===== src/rtl/fetch_stage.sv =====
// Instruction-fetch stage of the 5-stage MIPS pipeline, directly upstream of IF/ID.
// Owns the PC and selects the next PC: sequential, D-stage branch/jump redirect, ERET,
// exception entry, or a redirect latched while the pipeline was stalled.
//
// Ports
//   clk, reset    clock and synchronous active-high reset
//   en            1 = F advances, 0 = stall (PC holds)
//   D_is_bj       D-stage instruction is a branch/jump (F holds its delay slot)
//   D_jump_take   D branch taken / jump (qualified by D_is_bj)
//   D_jump_tgt    redirect target from D
//   eret, epc     ERET in D and the CP0 EPC it returns to (no delay slot)
//   req           CP0 exception/interrupt request, overrides everything including stall
//   i_inst_rdata  instruction memory read data (combinational)
//   i_inst_addr   instruction memory address (= F_pc)
//   F_pc, F_instr, F_exc_code, F_b_judge   fetch results handed to IF/ID
//   fetch_cnt     number of instructions handed to IF/ID
module fetch_stage #(
  parameter logic [31:0] PC_RESET  = 32'h0000_3000,
  parameter logic [31:0] EXC_ENTRY = 32'h0000_4180,
  parameter logic [31:0] IM_BASE   = 32'h0000_3000,
  parameter logic [31:0] IM_SIZE   = 32'h0000_4000
) (
  input  logic        clk,
  input  logic        reset,
  input  logic        en,
  input  logic        D_is_bj,
  input  logic        D_jump_take,
  input  logic [31:0] D_jump_tgt,
  input  logic        eret,
  input  logic [31:0] epc,
  input  logic        req,
  input  logic [31:0] i_inst_rdata,
  output logic [31:0] i_inst_addr,
  output logic [31:0] F_pc,
  output logic [31:0] F_instr,
  output logic [4:0]  F_exc_code,
  output logic        F_b_judge,
  output logic [31:0] fetch_cnt
);

  // Window end computed in 33 bits so a window touching 2^32 cannot wrap.
  localparam logic [32:0] ImEnd    = {1'b0, IM_BASE} + {1'b0, IM_SIZE};
  localparam logic [4:0]  ExcAdEL  = 5'd4;

  typedef enum logic [0:0] {StRun, StPend} state_e;

  state_e      state_q, state_d;
  logic [31:0] pc_q, pc_d;
  logic [31:0] pend_tgt_q, pend_tgt_d;
  logic [31:0] fetch_cnt_q, fetch_cnt_d;

  logic redirect;
  logic addr_err;

  assign redirect = (D_is_bj & D_jump_take) | eret;

  always_ff @(posedge clk) begin
    if (reset) begin
      state_q     <= StRun;
      pc_q        <= PC_RESET;
      pend_tgt_q  <= '0;
      fetch_cnt_q <= '0;
    end else begin
      state_q     <= state_d;
      pc_q        <= pc_d;
      pend_tgt_q  <= pend_tgt_d;
      fetch_cnt_q <= fetch_cnt_d;
    end
  end

  // Next-PC selection and PEND bookkeeping.
  always_comb begin
    state_d     = state_q;
    pc_d        = pc_q;
    pend_tgt_d  = pend_tgt_q;
    fetch_cnt_d = fetch_cnt_q;

    if (en && !req) begin
      fetch_cnt_d = fetch_cnt_q + 32'd1;
    end

    if (req) begin
      // Exception entry wins even over a stall; any latched redirect is dropped.
      pc_d       = EXC_ENTRY;
      state_d    = StRun;
      pend_tgt_d = '0;
    end else if (!en) begin
      // Only the first redirect seen during a stall is kept.
      if (state_q == StRun && redirect) begin
        state_d    = StPend;
        pend_tgt_d = eret ? epc : D_jump_tgt;
      end
    end else if (state_q == StPend) begin
      pc_d    = pend_tgt_q;
      state_d = StRun;
    end else if (eret) begin
      pc_d = epc;
    end else if (D_is_bj && D_jump_take) begin
      pc_d = D_jump_tgt;
    end else begin
      pc_d = pc_q + 32'd4;
    end
  end

  // Fetch outputs.
  always_comb begin
    addr_err = (pc_q[1:0] != 2'b00) || (pc_q < IM_BASE) || ({1'b0, pc_q} >= ImEnd);

    i_inst_addr = pc_q;
    F_pc        = pc_q;
    F_exc_code  = addr_err ? ExcAdEL : 5'd0;
    // The instruction after ERET is not executed; in PEND it has already been squashed.
    F_instr     = (addr_err || (eret && state_q == StRun)) ? 32'd0 : i_inst_rdata;
    // In PEND the delay slot was already consumed before the stall.
    F_b_judge   = D_is_bj && !eret && (state_q == StRun);
    fetch_cnt   = fetch_cnt_q;
  end

endmodule


===== config.mk =====
export PLATFORM = sky130hd
export DESIGN_NAME = fetch_stage
export DESIGN_NICKNAME = d
export VERILOG_FILES = /design/src/rtl/fetch_stage.sv
export SDC_FILE = /design/constraint.sdc
export NUM_CORES = 1
export LEC_CHECK = 0
export ABC_AREA = 1
export CAP_MARGIN = 25
export CORE_AREA = 2 2 132 134
export CTS_CLUSTER_SIZE = 25
export DETAILED_ROUTE_END_ITERATION = 8
export DIE_AREA = 0 0 134 136
export DONT_BUFFER_PORTS = 1
export GPL_ROUTABILITY_DRIVEN = 0
export PLACE_DENSITY_LB_ADDON = 0.05
export SYNTH_ARGS = -nofsm -noshare
export SYNTH_HDL_FRONTEND = slang
export SYNTH_SLANG_ARGS = --single-unit
export TNS_END_PERCENT = 50

===== constraint.sdc =====
create_clock -name clk -period 3.25 [get_ports clk]
set_input_delay 0.325 -clock clk [delete_from_list [all_inputs] [get_ports clk]]
set_output_delay 0.325 -clock clk [all_outputs]
set_load 0.01 [all_outputs]

# [Yosys cells after proc, flatten, opt, wreduce, memory -nomap -nowiden]
# Index checks and enable logic that the tools add are counted.
[word_totals] ff_bits=97 inputBits=103 output_inout_bits=134 word_cells=37
[op_classes] n_addsub=2 order_cmp=2 muxes=8 n_bitwise=4 n_reduce_logical=16
[ops] cell="$mux W32" n=5
[ops] cell="$add A32 B1 Y32 const B" n=1
[ops] cell="$add A32 B3 Y32 const B" n=1
[ops] cell="$ge A32 B15 Y1 const B" n=1
[ops] cell="$lt A32 B14 Y1 const B" n=1
[ops] cell="$mux W15" n=2
[ops] cell="$logic_and A1 B1 Y1" n=6
[ops] cell="$reduce_bool A2 Y1" n=2
[ops] cell="$logic_or A1 B1 Y1" n=3
[ops] cell="$mux W3" n=1
[ops] cell="$reduce_or A3 Y1" n=1
[ops] cell="$logic_not A1 Y1" n=2
[ops] cell="$not A1 Y1" n=2
[ops] cell="$reduce_and A2 Y1" n=1
[ops] cell="$reduce_or A2 Y1" n=1
[ops] cell="$and A1 B1 Y1" n=1
[ops] cell="$or A1 B1 Y1" n=1

# [Logic depth before layout (Yosys ltp)]
[depth] depth_word=6 ltp_mapped=12 depth_no_buf=12

# [Worst setup path after synthesis]
# No wires, ideal clock.
[synth_path] kind="register to output" startpoint="reg pc_q[12], in the netlist F_pc[12]" endpoint="out F_instr[10]" arrival_ns=1.498 t_required_ns=2.925 setup_slack_ns=1.427 stages_incl_launch_ff=9 cell_sequence="dfxtp_1 -> nand2_1 -> inv_1 -> nor2_1 -> nor3_1 -> nand4_1 -> o21bai_1 -> buf_2 -> nor2_1"
[synth_via] elab_chain_len=5 elab_cells_between_ends=6
[synth_lines] item="start: declaration" line="48" text="logic [31:0] pc_q, pc_d;"
[synth_lines] item="start signal: assignment" line="65" text="pc_q <= pc_d;"
[synth_lines] item="$lt A32 B14 Y1" line="107" text="addr_err = (pc_q[1:0] != 2'b00) || (pc_q < IM_BASE) || ({1'b0, pc_q} >= ImEnd);"
[synth_lines] item="$logic_or A1 B1 Y1" line="107"
[synth_lines] item="$logic_or A1 B1 Y1 *" line="107"
[synth_lines] item="named net addr_err" line="53" text="logic addr_err;"
[synth_lines] item="$logic_or A1 B1 Y1 *" line="113" text="F_instr = (addr_err || (eret && state_q == StRun)) ? 32'd0 : i_inst_rdata;"
[synth_lines] item="$mux W32 *" line="113"
[synth_lines] item="end: declaration" line="35" text="output logic [31:0] F_instr,"
# The timed path passes the listed nets; every way through them passes the cells marked *.

# [Final worst setup path]
[layout_path] startpoint="reg pc_q[17], in the netlist F_pc[17]" endpoint="out F_instr[23]"
[layout_via] elab_chain_len=5 elab_cells_between_ends=6
[layout_lines] item="$lt A32 B14 Y1" line="107"
[layout_lines] item="$logic_or A1 B1 Y1" line="107"
[layout_lines] item="$logic_or A1 B1 Y1 *" line="107"
[layout_lines] item="$logic_or A1 B1 Y1 *" line="113"
[layout_lines] item="$mux W32 *" line="113"
# Every way passes the cells marked *; elsewhere a longest branch is shown, timed or not.

==> impl_metrics.toml <==
[grt]
grt_pass1_wl_mm = 34.1
grt_pass1_vias = 5963
grt_use_total_pct = 24.1
antenna_found_initial = 0
grt_overflow = 0
grt_start_max_net_pins = 48

[sta]
holdWs_ns = 0.0358
fin_tns_setup_ns = 0
worst_slack_ns = 0.353
setup_viol = 0
worst_pin_slew_ns = 1.05
period_share_pct = 89.1
slew_headroom_pct = 29.6
rsz0062_at_grt = "false"
slew_violations = 0
hold_violations = 0
worst_clock_skew_ns = 0.00935
max_freq_mhz = 345
period_needed_ns = 2.90

[cts]
holdBufCountCts = 0
cts_max_level = 3
postCtsResizedCells = 0
clockBufferDepth = 2
clkTransAtPathRegs_ns = 0.07
insertion_delay_ns = 0.36
cts_setup_buffers = 0
cts_inserted_buffers = 9
root_buffer = "clkbuf_16"
cts_tree = "done"
cts_num_sinks = 97

[critical_path]
worstSetupPathType = "flop to primary output"
crit_path_cell_trace = "inv_1 > nand3_1 > nor3_1 > nand4_1 > o21bai_2 > nor2_1"
cp.buffers_inverters = 1
cp_slowest_cell = "o21bai_2"
crit_family = "simple AND/OR/NAND/NOR gates"
critPathMaxStageDelay_ns = 0.55
cp.required_ns = 2.92
end_kind = "primary output"
crit_arrival_ns = 2.57
path_max_fanout = 32
critPathLaunchType = "flop"

[power]
power_density_nw_per_um2 = 424
vdd_ir_drop_max_v = 0.000326
p_leak_nw = 2.55

[floorplanning]
die-area_um2 = 18200
start_util_pct = 38.1
core_um2 = 16900
pin_count = 237
dieWidth_um = 134
die_h_um = 136
rows = 48

[synthesis]
ys_seq_area_share_pct = 30.2
avgSynthCellArea_um2 = 6.12
ys_ff_latch = 97
syn_area_um2 = 6430
synth_top_area_share_pct = 30.2
synthCells = 1051
async_reset_ff_share_pct = 0
ys.flop_type = "dfxtp_1"
yosys.area.top_type = "dfxtp_1"
synth_cell_types = 41
synth_edf_count = 0
synth.area.top_cells = "dfxtp_1 (30%), nand2_1 (14%), nor2_1 (8.2%)"
ys_warn_count = 0

[place]
port_buffers = 0
dp_hpwl_mm = 16.3
pre_cts_slack_ns = 0.788
place_area_um2 = 6330
dp_cells = 1208

[layout]
layout_common_cells = "nand2_1 (232), nor2_1 (139), inv_1 (123), dfxtp_1 (96), o21ai_0 (91)"
nFillCells = 1884
n_antenna_cell = 0
final_nets = 1100
final_common_cell = "nand2_1"
area_growth_pct = 3.44
drive_gt1_share_pct = 5.11
final_area_um2 = 6650
stdcell_count = 1224

[route]
routed_wirelength_mm = 22.1
drc = 0
vias_per_cell = 5.34
wl_per_cell_um = 18.0
vias = 6537
ant_nets = 0
drtIter0Drc = 443
drt_pre_antenna_iters = 5

[hold_path]
hold_path.class = "input port to flop"

[run]
maxCapViolations = 0

[run_status]
outcome = "finished clean"
[state kept, by name, summed over array words and instances (netlist names), named ones only]
register,flops
fetch_cnt,32
pend_tgt_q,32
F_pc,30
state_q,1
[synthesized netlist by cell type, types with 5 or more instances]
library cell / count
nand2_1: 232
nor2_1: 140
inv_1: 123
dfxtp_1: 97
o21ai_0: 91
a21oi_1: 88
nand3_1: 49
buf_4: 39
a31oi_1: 33
nor3_1: 30
clkbuf_1: 25
a211oi_1: 11
buf_2: 11
nand4_1: 11
xor2_1: 7
nor2_4: 6
nand2_2: 5
o21ai_1: 5
xnor2_1: 5
[final cells by class]
cell class | count | area, um^2 | share of cell area (%)
clock buffers | 11 | 243 | 3.65
clock inverters | 5 | 78.8 | 1.18
inverters | 130 | 493 | 7.41
flip-flops and latches | 97 | 1940 | 29.2
multi-input cells | 747 | 3550 | 53.3
well taps | 225 | 282 | 4.23
repair buffers | 9 | 67.6 | 1.02
[worst paths after layout]
check	startpoint	endpoint	slack, ns	cells after the start
setup / recovery	F_pc[17]	F_instr[23]	0.35	6
hold / removal	reset	fetch_cnt[19]	0.04	1
setup reg to reg	F_pc[2]	F_pc[22]	1.05	11
hold reg to reg	pend_tgt_q[1]	pend_tgt_q[1]	0.45	2
[power by group]
part	switching, W	internal (W)
Sequential	0.0000654	0.00123
Combinational	0.000236	0.000103
Clock	0.000498	0.000696
[metrics by stage]
| step | util [%] | total power (W) |
|---|---|---|
| floorplan | - | 0.00160 |
| global placement | 37.5 | 0.00166 |
| global route | 39.4 | 0.00296 |
| finish | 39.4 | 0.00282 |
| CTS | 39.4 | 0.00286 |
| detailed placement | 37.5 | 0.00166 |
[per-layer routing]
metal  track usage [%]  share of wire, %  routed length [um]  vias up
met5                 0                 0                   0        -
met1              31.3                44                9830     2971
met3              6.60               9.2                2030       25
met4              8.22               2.1                 455        0
met2              38.6                44                9770      264
li1                  -                 -                   -     3277
[kinds of logic (layout without fill, tap and decap cells)]
kind of cell | after synthesis | in the layout | synth area share (%)
AND/OR/NAND/NOR | 489 | 489 | 32.5
AO/OA/AOI/OAI | 239 | 239 | 20.1
buffers and inverters | 210 | 155 | 14.9
flip-flops | 97 | 97 | 30.2
XOR/XNOR | 12 | 12 | 1.63
adder cells (fa/ha/maj) | 3 | 3 | 0.584
other | 1 | 4 | 0.0583
Note: power is estimated with default switching activity, not from simulation.
